==> config.mk <==
export PLATFORM = sky130hd
export DESIGN_NAME = dff_pipe_reg
export DESIGN_NICKNAME = d
export VERILOG_FILES = /design/src/rtl/dff_pipe_pkg.sv /design/src/rtl/dff_stage.sv /design/src/rtl/dff_pipe_reg.sv
export SDC_FILE = /design/constraint.sdc
export NUM_CORES = 1
export LEC_CHECK = 0
export CAP_MARGIN = 30
export CORE_AREA = 2 2 65 128
export DETAILED_ROUTE_END_ITERATION = 12
export DIE_AREA = 0 0 67 130
export PLACE_DENSITY = 0.76
export SETUP_SLACK_MARGIN = 0.2
export SYNTH_ARGS = -nofsm -noshare
export SYNTH_HDL_FRONTEND = slang
export SYNTH_SLANG_ARGS = --single-unit
==> constraint.sdc <==
create_clock -name Clock -period 3.9 [get_ports Clock]
set_input_delay 0.39 -clock Clock [delete_from_list [all_inputs] [get_ports Clock]]
set_output_delay 0.39 -clock Clock [all_outputs]
set_load 0.02 [all_outputs]
==> src/rtl/dff_pipe_pkg.sv <==
// Shared constants and helpers for the dff_pipe_reg delay-line pipeline.
package dff_pipe_pkg;

  localparam int DFF_PIPE_WIDTH_DEF  = 16;
  localparam int DFF_PIPE_STAGES_DEF = 4;

  // Occupancy must represent 0..stages inclusive.
  function automatic int occ_width(input int stages);
    return $clog2(stages + 1);
  endfunction

endpackage

==> src/rtl/dff_stage.sv <==
// One pipeline stage: WIDTH-bit data register plus its valid bit.
module dff_stage
  import dff_pipe_pkg::*;
#(
  parameter int               WIDTH     = DFF_PIPE_WIDTH_DEF,
  parameter logic [WIDTH-1:0] RESET_VAL = '0
) (
  input  logic             Clock,
  input  logic             Resetn,
  input  logic             SClr,
  input  logic             En,
  input  logic [WIDTH-1:0] d,
  input  logic             d_valid,
  output logic [WIDTH-1:0] q,
  output logic             q_valid
);

  always_ff @(posedge Clock or negedge Resetn) begin
    if (!Resetn) begin
      q       <= RESET_VAL;
      q_valid <= 1'b0;
    end else if (SClr) begin
      q       <= RESET_VAL;
      q_valid <= 1'b0;
    end else if (En) begin
      q       <= d;
      q_valid <= d_valid;
    end
  end

endmodule

==> src/rtl/dff_pipe_reg.sv <==
// WIDTH x STAGES register pipeline with per-stage valid, stall, sync clear and occupancy.
// Build option DFF_PIPE_ZERO_INVALID_EN: stage 0 loads RESET_VAL when the input is invalid.
module dff_pipe_reg
  import dff_pipe_pkg::*;
#(
  parameter int               WIDTH     = DFF_PIPE_WIDTH_DEF,
  parameter int               STAGES    = DFF_PIPE_STAGES_DEF,
  parameter logic [WIDTH-1:0] RESET_VAL = '0
) (
  input  logic                            Clock,
  input  logic                            Resetn,
  input  logic                            En,
  input  logic                            SClr,
  input  logic [WIDTH-1:0]                D,
  input  logic                            Din_valid,
  output logic [WIDTH-1:0]                Q,
  output logic                            Q_valid,
  output logic [STAGES*WIDTH-1:0]         Taps,
  output logic [occ_width(STAGES)-1:0]    Occupancy
);

  localparam int OCC_W = occ_width(STAGES);

  logic [WIDTH-1:0] stage_d [STAGES];
  logic             stage_v [STAGES];
  logic [WIDTH-1:0] d0;

`ifdef DFF_PIPE_ZERO_INVALID_EN
  assign d0 = Din_valid ? D : RESET_VAL;
`else
  assign d0 = D;
`endif

  generate
    if (STAGES < 1) begin : g_bad_stages
      $error("dff_pipe_reg: STAGES must be at least 1");
    end

    for (genvar k = 0; k < STAGES; k++) begin : g_stage
      if (k == 0) begin : g_head
        dff_stage #(.WIDTH(WIDTH), .RESET_VAL(RESET_VAL)) u_stage (
          .Clock   (Clock),
          .Resetn  (Resetn),
          .SClr    (SClr),
          .En      (En),
          .d       (d0),
          .d_valid (Din_valid),
          .q       (stage_d[k]),
          .q_valid (stage_v[k])
        );
      end else begin : g_body
        dff_stage #(.WIDTH(WIDTH), .RESET_VAL(RESET_VAL)) u_stage (
          .Clock   (Clock),
          .Resetn  (Resetn),
          .SClr    (SClr),
          .En      (En),
          .d       (stage_d[k-1]),
          .d_valid (stage_v[k-1]),
          .q       (stage_d[k]),
          .q_valid (stage_v[k])
        );
      end
      assign Taps[k*WIDTH +: WIDTH] = stage_d[k];
    end
  endgenerate

  assign Q       = stage_d[STAGES-1];
  assign Q_valid = stage_v[STAGES-1];

  // Tracks entry vs. exit of valid words, so it equals the valid popcount without an adder tree.
  always_ff @(posedge Clock or negedge Resetn) begin
    if (!Resetn) begin
      Occupancy <= '0;
    end else if (SClr) begin
      Occupancy <= '0;
    end else if (En) begin
      case ({Din_valid, stage_v[STAGES-1]})
        2'b10:   Occupancy <= Occupancy + OCC_W'(1);
        2'b01:   Occupancy <= Occupancy - OCC_W'(1);
        default: Occupancy <= Occupancy;
      endcase
    end
  end

endmodule

==> impl_metrics.yaml, run 1 <==
clock_network:
  tritoncts: "yes"
  clock_path_buffers: 2
  cts_made_buffers: 9
  clock-root-buffer: "clkbuf_16"
  hold_buffers: 0
  clk_latency_ps: 320
  post_cts_buffers: 0
  cts_sinks: 71
  clkTransAtPathRegs_ps: 50
  h-tree-depth: 3
  post_cts_resized: 0
global_route:
  grt_pass1_wl_um: 10580
  grt_max_degree: 72
  antenna_found_initial: 0
  use_met3: 0.04828
  track_usage: 0.1592
  busiest_layer: "met2"
  grt_pass1_vias: 2149
  grtUsageMet2: 0.2347
  gr-total-overflow: 0
  gr-usage-met1: 0.2199
logic_synthesis:
  postSynth.asyncResetShare: 1.000
  ys_ff_latch: 71
  synth.distinct_cells: 17
  ys.flop_type: "dfrtp_1"
  ys_seq_area_frac: 0.5873
  synthCells: 256
  yosysWarningCount: 0
  synthesis.nets: 278
  synth_area_mm2: 0.003025
  ys_top_cells_by_area: "dfrtp_1, mux2i_1, nor2_1, buf_4, buf_2"
  yosys.area.top_type: "dfrtp_1"
  synth_top_cell_area_share: 0.5873
  avgSynthCellArea_um2: 11.82
  synth-edff-count: 0
power_and_ir_drop:
  p_per_area_mw_per_mm2: 390.7
  total_power_mw: 1.663
  ir_drop_mv: 0.2579
  leakagePower_nw: 2.025
place:
  routabilityCongestion: 0.6805
  port_buffers: 104
  pre_cts_ws_ps: 1354
  place_hpwl_um: 4406
worst_setup_path:
  crit_fanout: 5
  crit_chain: "clkdlybuf4s50_1, nand2b_1, xnor2_1, ha_1, or4b_1, a21oi_1, mux2_1"
  required_ps: 4090
  critPathLaunch: "Din_valid"
  critPathKind: "in -> reg"
  r2r-end: "Occupancy[2]$_DFFE_PN0P_"
  cp-endpoint: "Occupancy[2]$_DFFE_PN0P_"
  cp_slowest_cell: "clkdlybuf4s50_1"
  critPathCaptureType: "register"
  slowest_delay_ps: 490
  r2r_setup_slack_ps: 1910
  r2r_cells: 6
  rr_startpoint: "g_stage[3].g_body.u_stage.q_valid$_DFFE_PN0P_"
  arrival_ps: 2400
  worstSetupStartpointType: "input pin"
timing:
  finalClockSkew_ps: 3.888
  grt_setup_unrepaired: "false"
  relSlewSlack: 0.4100
  worstMarginPinSlew_ps: 885.0
  final_hold_viol_count: 0
  slew_violations: 0
  finalSetupTns_ps: 0
  setup_viol: 0
  timing.final.crit_share: 0.5671
  fmax_mhz: 452.2
  fin_crit_ps: 2212
  timing.final.ws_setup_ps: 1688
layout:
  syn_to_final_growth_pct: 40.65
  n_antenna_cell: 0
  final_nets: 363
  drive_above_1_share: 0.04638
  fillers: 683
status:
  status: "complete, no violations"
route:
  drc: 0
  totalWireLength_um: 6547
  avgViaCountPerCell: 4.834
  routed-via-count: 2132
  ant_nets: 0
  drt-initial-drc-count: 45
  drt-wirelength-per-cell_um: 14.85
  first_pass_iters: 4
die:
  start_util: 0.3865
  die-width_um: 67
  dieArea_mm2: 0.008710
  rows: 46
  die_y_um: 130
  coreArea_mm2: 0.007828
  pin_count: 105
min_path:
  min_path_type: "in -> async"
run:
  drv_cap: 0
[stage by stage]
step                      area (µm²)  std cells  hold slack, ps  utilization
after detailed placement        3996        426           516.7       0.5106
after global placement          3996        426           504.0       0.5106
after floorplan                 3025        256           94.41            -
after CTS                       4255        441           227.9       0.5436
after global routing            4255        441           267.3       0.5436
final                           4255        441           194.5       0.5436
[kinds of logic (layout without fill, tap and decap cells)]
family,Yosys count,after routing,share of synthesized area
simple gates,75,75,0.1001
buf+inv,33,122,0.06576
mux,69,69,0.2287
fa+ha+maj,1,1,0.004135
compound gates,5,5,0.008270
flops,71,71,0.5873
xor+xnor,2,2,0.005791
[cell type report]
| class | instances | area, µm² | area share |
|---|---|---|---|
| Sequential cell | 71 | 1777 | 0.4175 |
| Multi-Input combinational cell | 152 | 1050 | 0.2467 |
| Timing Repair Buffer | 106 | 1046 | 0.2458 |
| Clock buffer | 14 | 254.0 | 0.05969 |
| Tap cell | 96 | 120.1 | 0.02823 |
| Clock inverter | 1 | 5.005 | 0.001176 |
| Inverter | 1 | 3.754 | 0.0008821 |
[power by group]
group / leakage, nW / internal, mW / switching (mW)
Combinational: 0.924 / 0.0829 / 0.0963
Sequential: 0.974 / 0.759 / 0.0185
Clock: 0.127 / 0.443 / 0.263
[how the worst min path moves through the flow]
stage | slack, ps | to | cells after the start | from
final | 190 | g_stage[3].g_body.u_stage.q[3]$_DFFE_PN0P_ | 1 | Resetn
after global routing | 270 | g_stage[3].g_body.u_stage.q[14]$_DFFE_PN0P_ | 1 | Resetn
after CTS | 230 | g_stage[3].g_body.u_stage.q[14]$_DFFE_PN0P_ | 1 | Resetn
after detailed placement | 520 | g_stage[3].g_body.u_stage.q_valid$_DFFE_PN0P_ | 2 | g_stage[2].g_body.u_stage.q_valid$_DFFE_PN0P_
after global placement | 500 | g_stage[3].g_body.u_stage.q_valid$_DFFE_PN0P_ | 2 | g_stage[2].g_body.u_stage.q_valid$_DFFE_PN0P_
after floorplan | 90 | Occupancy[0]$_DFFE_PN0P_ | 0 | Resetn
[cell usage after synthesis (all sizes together) (2+ instances only)]
cell type and count:
dfrtp 71, buf 24, a21oi 3, xnor2 2, nor2 69, nand3b 2
clkbuf 8, o21ai 2, mux2i 68
[metal layers]
| metal | part of all wire | vias up |
|---|---|---|
| met4 | 0.016 | 0 |
| li1 | - | 999 |
| met3 | 0.086 | 7 |
| met2 | 0.46 | 96 |
| met5 | 0 | - |
| met1 | 0.44 | 1030 |
[state kept, by name, summed over array words and instances, names as in the netlist]
signal and count:
Occupancy 3, g_stage.g_head.u_stage.q_valid 1, g_stage.g_head.u_stage.q 16, g_stage.g_body.u_stage.q_valid 3
g_stage.g_body.u_stage.q 48
[placed cells by master, fill, tap and decap left out]
master,count
buf_4,4
xnor2_1,2
clkinv_2,1
clkbuf_1,4
nand2b_1,1
clkdlybuf4s50_1,101
nor2b_1,1
ha_1,1
clkbuf_16,9
buf_2,1
nand3b_1,2
or3_1,1
o21ai_0,2
nor2_1,69
inv_1,1
dfrtp_1,71
mux2_1,1
clkbuf_8,1
or4b_1,1
mux2i_1,68
a21oi_1,3
[worst max-delay path: cells and delay by family]
| family | cells | cell delay (ps) |
|---|---|---|
| buffers and inverters | 1 | 490 |
| and+or+nand+nor | 2 | 650 |
| AOI/OAI and AO/OA | 1 | 180 |
| xor gates and xnor gates | 1 | 130 |
| adders and majority gates | 1 | 200 |
| muxes | 1 | 350 |
No activity file was read; power rests on OpenSTA's default activity.
==> run 2: changes to the inputs <==
--- a/config.mk
+++ b/config.mk
@@ -9,7 +9,7 @@
 export CORE_AREA = 2 2 65 128
 export DETAILED_ROUTE_END_ITERATION = 12
 export DIE_AREA = 0 0 67 130
-export PLACE_DENSITY = 0.76
+export PLACE_DENSITY = 0.78
 export SETUP_SLACK_MARGIN = 0.2
 export SYNTH_ARGS = -nofsm -noshare
 export SYNTH_HDL_FRONTEND = slang
==> constraint.sdc (replaced) <==
create_clock -name Clock -period 2 [get_ports Clock]
set_input_delay 0.2 -clock Clock [delete_from_list [all_inputs] [get_ports Clock]]
set_output_delay 0.2 -clock Clock [all_outputs]
set_load 0.02 [all_outputs]
==> impl_metrics.yaml, run 2 (synthesis results as in run 1) <==
status:
  status: "complete, no violations"
timing:
  fmax_mhz: 545.1
  setup_viol: 0
  grt_setup_unrepaired: "true"
  final_hold_viol_count: 0
  slew_violations: 0
  timing.final.ws_setup_ps: 165.5
  fin_crit_ps: 1835
  worstMarginPinSlew_ps: 599.0
  finalClockSkew_ps: 3.194
  relSlewSlack: 0.6007
  timing.final.crit_share: 0.9173
worst_setup_path:
  path_delay_family: "simple AND/OR/NAND/NOR gates"
  worstSetupStartpointType: "register"
  crit_fanout: 2
  required_ps: 2200
  arrival_ps: 2030
  crit_buf_inv: 0
  critPathKind: "reg -> reg"
  slowest_delay_ps: 490
  critPathCaptureType: "register"
  crit_chain: "nand2b_4, xnor2_2, ha_2, or4b_4, a21oi_4, mux2_4"
  cp_slowest_cell: "or4b_4"
route:
  drt-initial-drc-count: 58
  totalWireLength_um: 6735
  drc: 0
  avgViaCountPerCell: 4.860
  drt-wirelength-per-cell_um: 14.97
  first_pass_iters: 4
  ant_nets: 0
  routed-via-count: 2187
die:
  rows: 46
  dieArea_mm2: 0.008710
  die-width_um: 67
  start_util: 0.3865
  die_y_um: 130
  pin_count: 105
  coreArea_mm2: 0.007828
place:
  pre_cts_ws_ps: -235.0
  routabilityCongestion: 0.7259
  dp_cells: 430
  placed_area_mm2: 0.004043
  place_hpwl_um: 4607
  port_buffers: 104
clock_network:
  clk_latency_ps: 320
  clkTransAtPathRegs_ps: 50
  cts_made_buffers: 9
  clock_path_buffers: 2
  clock-root-buffer: "clkbuf_16"
  cts_sinks: 71
  tritoncts: "yes"
  h-tree-depth: 3
global_route:
  gr-total-overflow: 0
  grt_pass1_wl_um: 10940
  grt_max_degree: 44
  gr-usage-met1: 0.2206
  antenna_found_initial: 0
  grt_pass1_vias: 2207
  use_met3: 0.05172
  track_usage: 0.1652
  grtUsageMet2: 0.2516
  busiest_layer: "met2"
min_path:
  min_path_type: "in -> reg"
layout:
  top_register: "g_stage.g_body.u_stage.q"
  finish.instance_area_mm2: 0.004393
  final_cell_mix: "clkdlybuf4s50_1, dfrtp_1, nor2_1"
  final_nets: 372
  syn_to_final_growth_pct: 45.20
  multi_input_area_mm2: 0.001086
  n_antenna_cell: 0
  largest_reg_flops: 48
  top_regs: "g_stage.g_body.u_stage.q: 48 flops, g_stage.g_head.u_stage.q: 16 flops"
  fillers: 686
  ff_latch_area_mm2: 0.001778
  fin_cells: 450
  final_util: 0.5612
  final_common_cell: "clkdlybuf4s50_1"
  drive_above_1_share: 0.09040
power_and_ir_drop:
  total_power_mw: 3.324
  switchingPower_mw: 0.7373
  p_per_area_mw_per_mm2: 756.7
  p_clk_frac: 0.434
  ir_drop_mv: 0.6389
  leakagePower_nw: 2.098
  seqPwrFrac: 0.456
  switching_share: 0.2218
  p_int_mw: 2.587
  p_comb_frac: 0.110
run:
  drv_cap: 0
[run 2: power by group through the flow]
stage / clock network [mW] / registers [mW] / logic, mW
6_report: 1.44 / 1.52 / 0.366
5_1_grt: 1.55 / 1.52 / 0.396
4_1_cts: 1.48 / 1.52 / 0.371
3_5_place_dp: 0 / 1.54 / 0.365
3_3_place_gp: 0 / 1.54 / 0.353
2_1_floorplan: 0 / 1.58 / 0.139
[run 2: final cells by class]
cell class,count,share of cell area
Tap cell,96,0.02734
Timing Repair Buffer,115,0.2566
Multi-Input combinational cell,152,0.2472
Sequential cell,71,0.4047
Clock buffer,15,0.06323
Inverter,1,0.0008545
[run 2: through the flow]
stage	hold WS [ps]	TNS, ps
global route	321.7	0
global placement	219.7	-135.6
finish	291.3	0
detailed placement	234.5	-235.0
floorplan	-95.59	0
CTS	276.6	0
[run 2: worst reg2reg max path: cells and delay by family (launching register included)]
kind,cells,cell delay (ps)
xor gates and xnor gates,1,140
AOI/OAI and AO/OA,1,140
and+or+nand+nor,2,550
DFF,1,390
adders and majority gates,1,190
muxes,1,310
[run 2: metal layers]
metal  share of wire  vias up  wire [µm]
li1                -     1019          -
met4           0.015        0         99
met1            0.44     1067       2931
met2            0.47       90       3165
met3           0.080       11        540
met5               0        -          0
[run 2: timing repair]
action                     4_1_cts  5_1_grt
hold buffers                     1        0
pin swaps                        3        2
setup endpoints to repair        1        1
hold endpoints to repair        42        0
buffers inserted                 3        1
gates cloned                     0        0
resized for setup                6        1
[run 2: final timing paths]
path / end / slack (ps) / cells past startpoint / from
min in group asynchronous: g_stage[3].g_body.u_stage.q[14]$_DFFE_PN0P_ / 420 / 2 / Resetn
max in group asynchronous: g_stage[0].g_head.u_stage.q[9]$_DFFE_PN0P_ / 1040 / 3 / Resetn
min reg2reg: g_stage[2].g_body.u_stage.q_valid$_DFFE_PN0P_ / 520 / 2 / g_stage[2].g_body.u_stage.q_valid$_DFFE_PN0P_
max reg2reg: Occupancy[2]$_DFFE_PN0P_ / 170 / 6 / g_stage[3].g_body.u_stage.q_valid$_DFFE_PN0P_
max: Occupancy[2]$_DFFE_PN0P_ / 170 / 6 / g_stage[3].g_body.u_stage.q_valid$_DFFE_PN0P_
min: Occupancy[2]$_DFFE_PN0P_ / 290 / 3 / SClr
